==> src/rtl/reg_ctrl_pkg.sv <==
// reg_ctrl_pkg: shared sizing defaults, FSM state encoding and requester indices
//   for the register-file write-port controller and its round-robin arbiter.
package reg_ctrl_pkg;
    localparam int DEF_NUM_REGS = 4;
    localparam int DEF_ADDR_W = 7;
    localparam int DEF_DATA_W = 16;
    typedef enum logic {INIT = 1'b0, RUN = 1'b1} state_t;
    localparam int REQ_ALU = 0;
    localparam int REQ_LD = 1;
endpackage

==> src/rtl/rr_arb2.sv <==
// rr_arb2: two-input round-robin arbiter with a registered priority pointer.
//   Clk     - clock, rising edge
//   Reset_n - asynchronous active-low reset, priority returns to REQ_ALU
//   req     - request vector, bit REQ_ALU / REQ_LD
//   advance - a grant was consumed this cycle, hand priority to the loser
//   grant   - one-hot grant (combinational)
module rr_arb2
    import reg_ctrl_pkg::*;
(
    input  logic       Clk,
    input  logic       Reset_n,
    input  logic [1:0] req,
    input  logic       advance,
    output logic [1:0] grant
);
    logic prio;
    always_comb grant = (&req) ? (prio ? 2'b10 : 2'b01) : req;
    always_ff @(posedge Clk or negedge Reset_n)
        if (!Reset_n)
            prio <= 1'(REQ_ALU);
        else if (advance && |grant)
            prio <= grant[REQ_ALU] ? 1'(REQ_LD) : 1'(REQ_ALU);
endmodule

==> src/rtl/reg_wb_ctrl.sv <==
// reg_wb_ctrl: register-file write-port controller; zero-fill sweep after reset, then round-robin ALU/load writeback.
//   Clk, Reset_n              - clock, asynchronous active-low reset
//   Alu_Valid/Addr/Data/Ready - ALU writeback request and same-cycle accept
//   Ld_Valid/Addr/Data/Ready  - load writeback request and same-cycle accept
//   Addr_C, RegPort_C         - registered write address / data to the file
//   Write_RegC                - registered write enable
//   Init_Done                 - zero-fill sweep finished
//   Addr_Err                  - one-cycle pulse: accepted request was out of range
module reg_wb_ctrl
    import reg_ctrl_pkg::*;
#(
    parameter int NUM_REGS = DEF_NUM_REGS,
    parameter int ADDR_W = DEF_ADDR_W,
    parameter int DATA_W = DEF_DATA_W
) (
    input  logic              Clk,
    input  logic              Reset_n,
    input  logic              Alu_Valid,
    input  logic [ADDR_W-1:0] Alu_Addr,
    input  logic [DATA_W-1:0] Alu_Data,
    output logic              Alu_Ready,
    input  logic              Ld_Valid,
    input  logic [ADDR_W-1:0] Ld_Addr,
    input  logic [DATA_W-1:0] Ld_Data,
    output logic              Ld_Ready,
    output logic [ADDR_W-1:0] Addr_C,
    output logic [DATA_W-1:0] RegPort_C,
    output logic              Write_RegC,
    output logic              Init_Done,
    output logic              Addr_Err
);
    state_t            state;
    logic [ADDR_W-1:0] cnt;
    logic [1:0]        req;
    logic [1:0]        grant;
    logic              xfer;
    logic              in_range;
    logic [ADDR_W-1:0] w_addr;
    logic [DATA_W-1:0] w_data;

    // Requests are masked during the sweep so neither side can be accepted early.
    assign req = (state == RUN) ? {Ld_Valid, Alu_Valid} : 2'b00;
    assign Alu_Ready = grant[REQ_ALU];
    assign Ld_Ready = grant[REQ_LD];
    assign xfer = |grant;
    assign w_addr = grant[REQ_LD] ? Ld_Addr : Alu_Addr;
    assign w_data = grant[REQ_LD] ? Ld_Data : Alu_Data;
    assign in_range = w_addr < ADDR_W'(NUM_REGS);

    rr_arb2 u_arb (
        .Clk    (Clk),
        .Reset_n(Reset_n),
        .req    (req),
        .advance(xfer),
        .grant  (grant)
    );

    always_ff @(posedge Clk or negedge Reset_n) begin
        if (!Reset_n) begin
            state      <= INIT;
            cnt        <= '0;
            Addr_C     <= '0;
            RegPort_C  <= '0;
            Write_RegC <= 1'b0;
            Init_Done  <= 1'b0;
            Addr_Err   <= 1'b0;
        end else if (state == INIT) begin
            Write_RegC <= 1'b1;
            Addr_C     <= cnt;
            RegPort_C  <= '0;
            Addr_Err   <= 1'b0;
            if (cnt == ADDR_W'(NUM_REGS - 1)) begin
                state     <= RUN;
                Init_Done <= 1'b1;
            end else
                cnt <= cnt + 1'b1;
        end else begin
            // Out-of-range requests are consumed but never reach the file.
            Write_RegC <= xfer && in_range;
            Addr_Err   <= xfer && !in_range;
            if (xfer) begin
                Addr_C    <= w_addr;
                RegPort_C <= w_data;
            end
        end
    end
endmodule

==> config.mk <==
export PLATFORM = sky130hd
export DESIGN_NAME = reg_wb_ctrl
export DESIGN_NICKNAME = d
export VERILOG_FILES = /design/src/rtl/reg_ctrl_pkg.sv /design/src/rtl/rr_arb2.sv /design/src/rtl/reg_wb_ctrl.sv
export SDC_FILE = /design/constraint.sdc
export NUM_CORES = 1
export LEC_CHECK = 0
export CAP_MARGIN = 20
export CORE_MARGIN = 2
export CORE_UTILIZATION = 30
export DETAILED_ROUTE_END_ITERATION = 8
export PLACE_DENSITY = 0.59
export SYNTH_ARGS = -nofsm -noshare
export SYNTH_HDL_FRONTEND = slang
export SYNTH_SLANG_ARGS = --single-unit
==> constraint.sdc <==
create_clock -name Clk -period 1.28 [get_ports Clk]
set_input_delay 0.192 -clock Clk [delete_from_list [all_inputs] [get_ports Clk]]
set_output_delay 0.192 -clock Clk [all_outputs]
set_load 0.01 [all_outputs]
==> run_results.csv, run 1 <==
group,metric,value,unit
status,status,"finished, violations left",
status,violations,"negative setup slack",
floorplan,coreArea,5510,sq um
power,peakVddDrop,0.507,mV
global_routing,antenna_found_initial,0,
place,dp_hpwl,3070,um
floorplan,die_width,79.5,um
global_routing,grt_overflow,0,
critical_path,crit_fanout,4,
critical_path,path_cells,"o211ai_4 -> inv_2 -> nor2_4 -> buf_6",
layout,final_util,56.1,%
critical_path,cp_data_required_time,1.09,ns
synth,async_reset_ff_share,100,%
sta,rsz0062_at_grt,"true",
floorplan,dieArea,6320,sq um
synth,synth_area_per_cell,10.9,sq um
layout,diodes,0,
route,dr.pass1.iters,5,
clock_tree,path_clk_slew,0.07,ns
synth,ys_seq_area_share,51.2,%
floorplan,rows,27,
power,power.leakage,1.38,nW
sta,slew_headroom,63.4,%
layout,post_route_cells_drive_above_1_share,25.8,%
critical_path,critPathKind,"reg -> out",
place,gp_congestion,0.716,
critical_path,cpLargestDelayFamily,"flip-flops",
critical_path,max_stage_delay,0.41,ns
synth,synth.net_count,208,
place,portBuffers,77,
sta,hold_violations,0,
critical_path,arrival,1.21,ns
global_routing,grt_pass1_vias,1554,
route,postRouteAntennaNets,0,
route,via_per_inst,4.68,
clock_tree,clkSinkCount,35,
route,wire_per_inst,14.5,um
layout,final_nets,317,
sta,max_freq,714,MHz
power,finalPower,2.97,mW
critical_path,end_kind,"primary output",
sta,setup_viol,28,
layout,register_area,877,sq um
sta,setup_ws,-0.121,ns
floorplan,start_util,31.1,%
clock_tree,htreeDepth,2,
route,drc,0,
clock_tree,root_buffer,"clkbuf_8",
critical_path,worstSetupStartpointType,"register",
synth,synthCells,157,
layout,multi_input_area,863,sq um
layout,layout_commonest_cell,"clkdlybuf4s50_1",
flow_run,cap_violations,0,
clock_tree,cts_tree,"done",
sta,drv_slew,0,
clock_tree,clock_path_buffers,2,
global_routing,track_usage,15.8,%
route,drt_iter0_markers,98,
synth,dominantRegCellSynth,"dfrtp_1",
global_routing,grt_first_pass_wirelength,7570,um
global_routing,grt_max_degree,43,
sta,skew,0.00309,ns
route,wirelength,4920,um
synth,synth_edf_count,0,
layout,final_cell_mix,"clkdlybuf4s50_1 (42), dfrtp_1 (34), dlygate4sd2_1 (32), buf_4 (27), nand3_1 (24)",
synth,ys_types,26,
sta,period_share,109,%
worst_hold_path,hp-class,"in -> reg",
layout,fill_cells,514,
power,power_density,962,nW/um^2
floorplan,io_pins,78,
synth,yosys_warnings,0,
critical_path,cpMaxStageDelayCell,"dfrtp_1",
sta,worstMarginPinSlew,0.547,ns
floorplan,die_h,79.5,um
clock_tree,cts_made_buffers,5,
clock_tree,clk_latency,0.29,ns
critical_path,critPathBufInv,2,
route,vias,1585,
synth,ys_ff_latch,35,
synth,synth_area,1710,sq um
sta,fin_crit,1.40,ns
layout,area_growth,80.5,%
==> kinds of logic after synthesis <==
kind of cell               share of synthesized area [%]
and+or+nand+nor                                     11.9
adders and majority gates                          0.731
xor gates and xnor gates                            2.56
DFF                                                 51.2
muxes                                               14.0
AOI/OAI and AO/OA                                   13.7
buffers and inverters                               5.93
==> per-stage QoR <==
stage | cell area, sq um | TNS [ns] | hold WS [ns] | std cells | worst slack [ns]
final | 3090 | -1.88 | 0.357 | 339 | -0.121
after global routing | 3090 | -3.69 | 0.383 | 339 | -0.192
after floorplan | 1710 | -0.0988 | -0.104 | 157 | -0.0329
after global placement | 2700 | -15.22 | 0.171 | 319 | -0.673
after detailed placement | 2700 | -15.94 | 0.168 | 319 | -0.689
after CTS | 2970 | -2.06 | 0.332 | 334 | -0.151
==> tightest hold or removal path: stages <==
cell	delay, ns
dlygate4sd2_1	0.22
mux2i_1	0.09
o21ai_2	0.10
==> synthesized netlist by cell type (2+ instances only) <==
master | n | area [sq um]
a31oi_1 | 2 | 12.5
buf_2 | 3 | 15.0
buf_8 | 2 | 30.0
clkbuf_1 | 5 | 18.8
dfrtp_1 | 35 | 876
inv_1 | 10 | 37.5
mux2i_1 | 24 | 240
nand2_1 | 2 | 7.51
nand3_1 | 24 | 120
nand4_1 | 2 | 12.5
nor2_1 | 4 | 15.0
nor2b_1 | 2 | 12.5
o21ai_0 | 3 | 15.0
o21ai_1 | 18 | 90.1
o221ai_1 | 3 | 26.3
o221ai_2 | 3 | 45.0
or4_1 | 2 | 15.0
xnor2_1 | 5 | 43.8
==> area by class of cell <==
class                      count  area share [%]
sequential                    35            28.4
multi-input combinational    102            28.0
timing repair buffer         112            35.7
inverter                      10            1.22
clock buffer                   6            2.67
tap                           72            2.92
clock inverter                 2            1.13
==> path summary, 6_finish.rpt <==
check / startpoint / to / slack [ns] / cells after the start
hold / removal: Alu_Addr[2] / Addr_C[2] / 0.36 / 3
setup / recovery: u_arb.prio / Alu_Ready / -0.12 / 4
setup reg to reg: u_arb.prio / Addr_C[5] / -0.11 / 5
min in group asynchronous: Reset_n / Addr_C[2] / 0.39 / 3
max in group asynchronous: Reset_n / state / 0.70 / 3
hold reg to reg: Init_Done / Init_Done / 0.47 / 1
==> layer usage <==
layer | track usage, % | share of wire, % | vias up
met1 | 18.8 | 41 | 738
met3 | 6.56 | 7.2 | 4
met4 | 5.34 | 1.3 | 0
met2 | 25.9 | 50 | 57
li1 | - | - | 786
met5 | 0 | 0 | -
==> sequential cells by signal, indices dropped and copies added, names as in the netlist <==
name	count
RegPort_C	16
cnt	7
u_arb.prio	1
state	1
Addr_Err	1
Init_Done	1
Write_RegC	1
Addr_C	7
==> report_power, final <==
| part | internal (mW) | switching, mW | leakage (nW) |
|---|---|---|---|
| Clock | 0.630 | 0.403 | 0.0612 |
| Combinational | 0.413 | 0.283 | 0.906 |
| Sequential | 1.19 | 0.0470 | 0.415 |
==> repair_timing <==
item                                    in CTS  in global routing
endpoints found under the hold margin       35                  0
endpoints found under the setup margin      60                 32
pin swaps                                    6                  7
gates resized for setup                     63                 22
hold buffers                                 1                  0
cloned                                       3                  0
setup buffers                                3                  6
(Power assumes the default switching activity.)
==> inputs of run 2 (changes only) <==
- SLEW_MARGIN: default -> 20
==> results of run 2 <==
The final DEF is identical to that of run 1; final timing and power are the same.
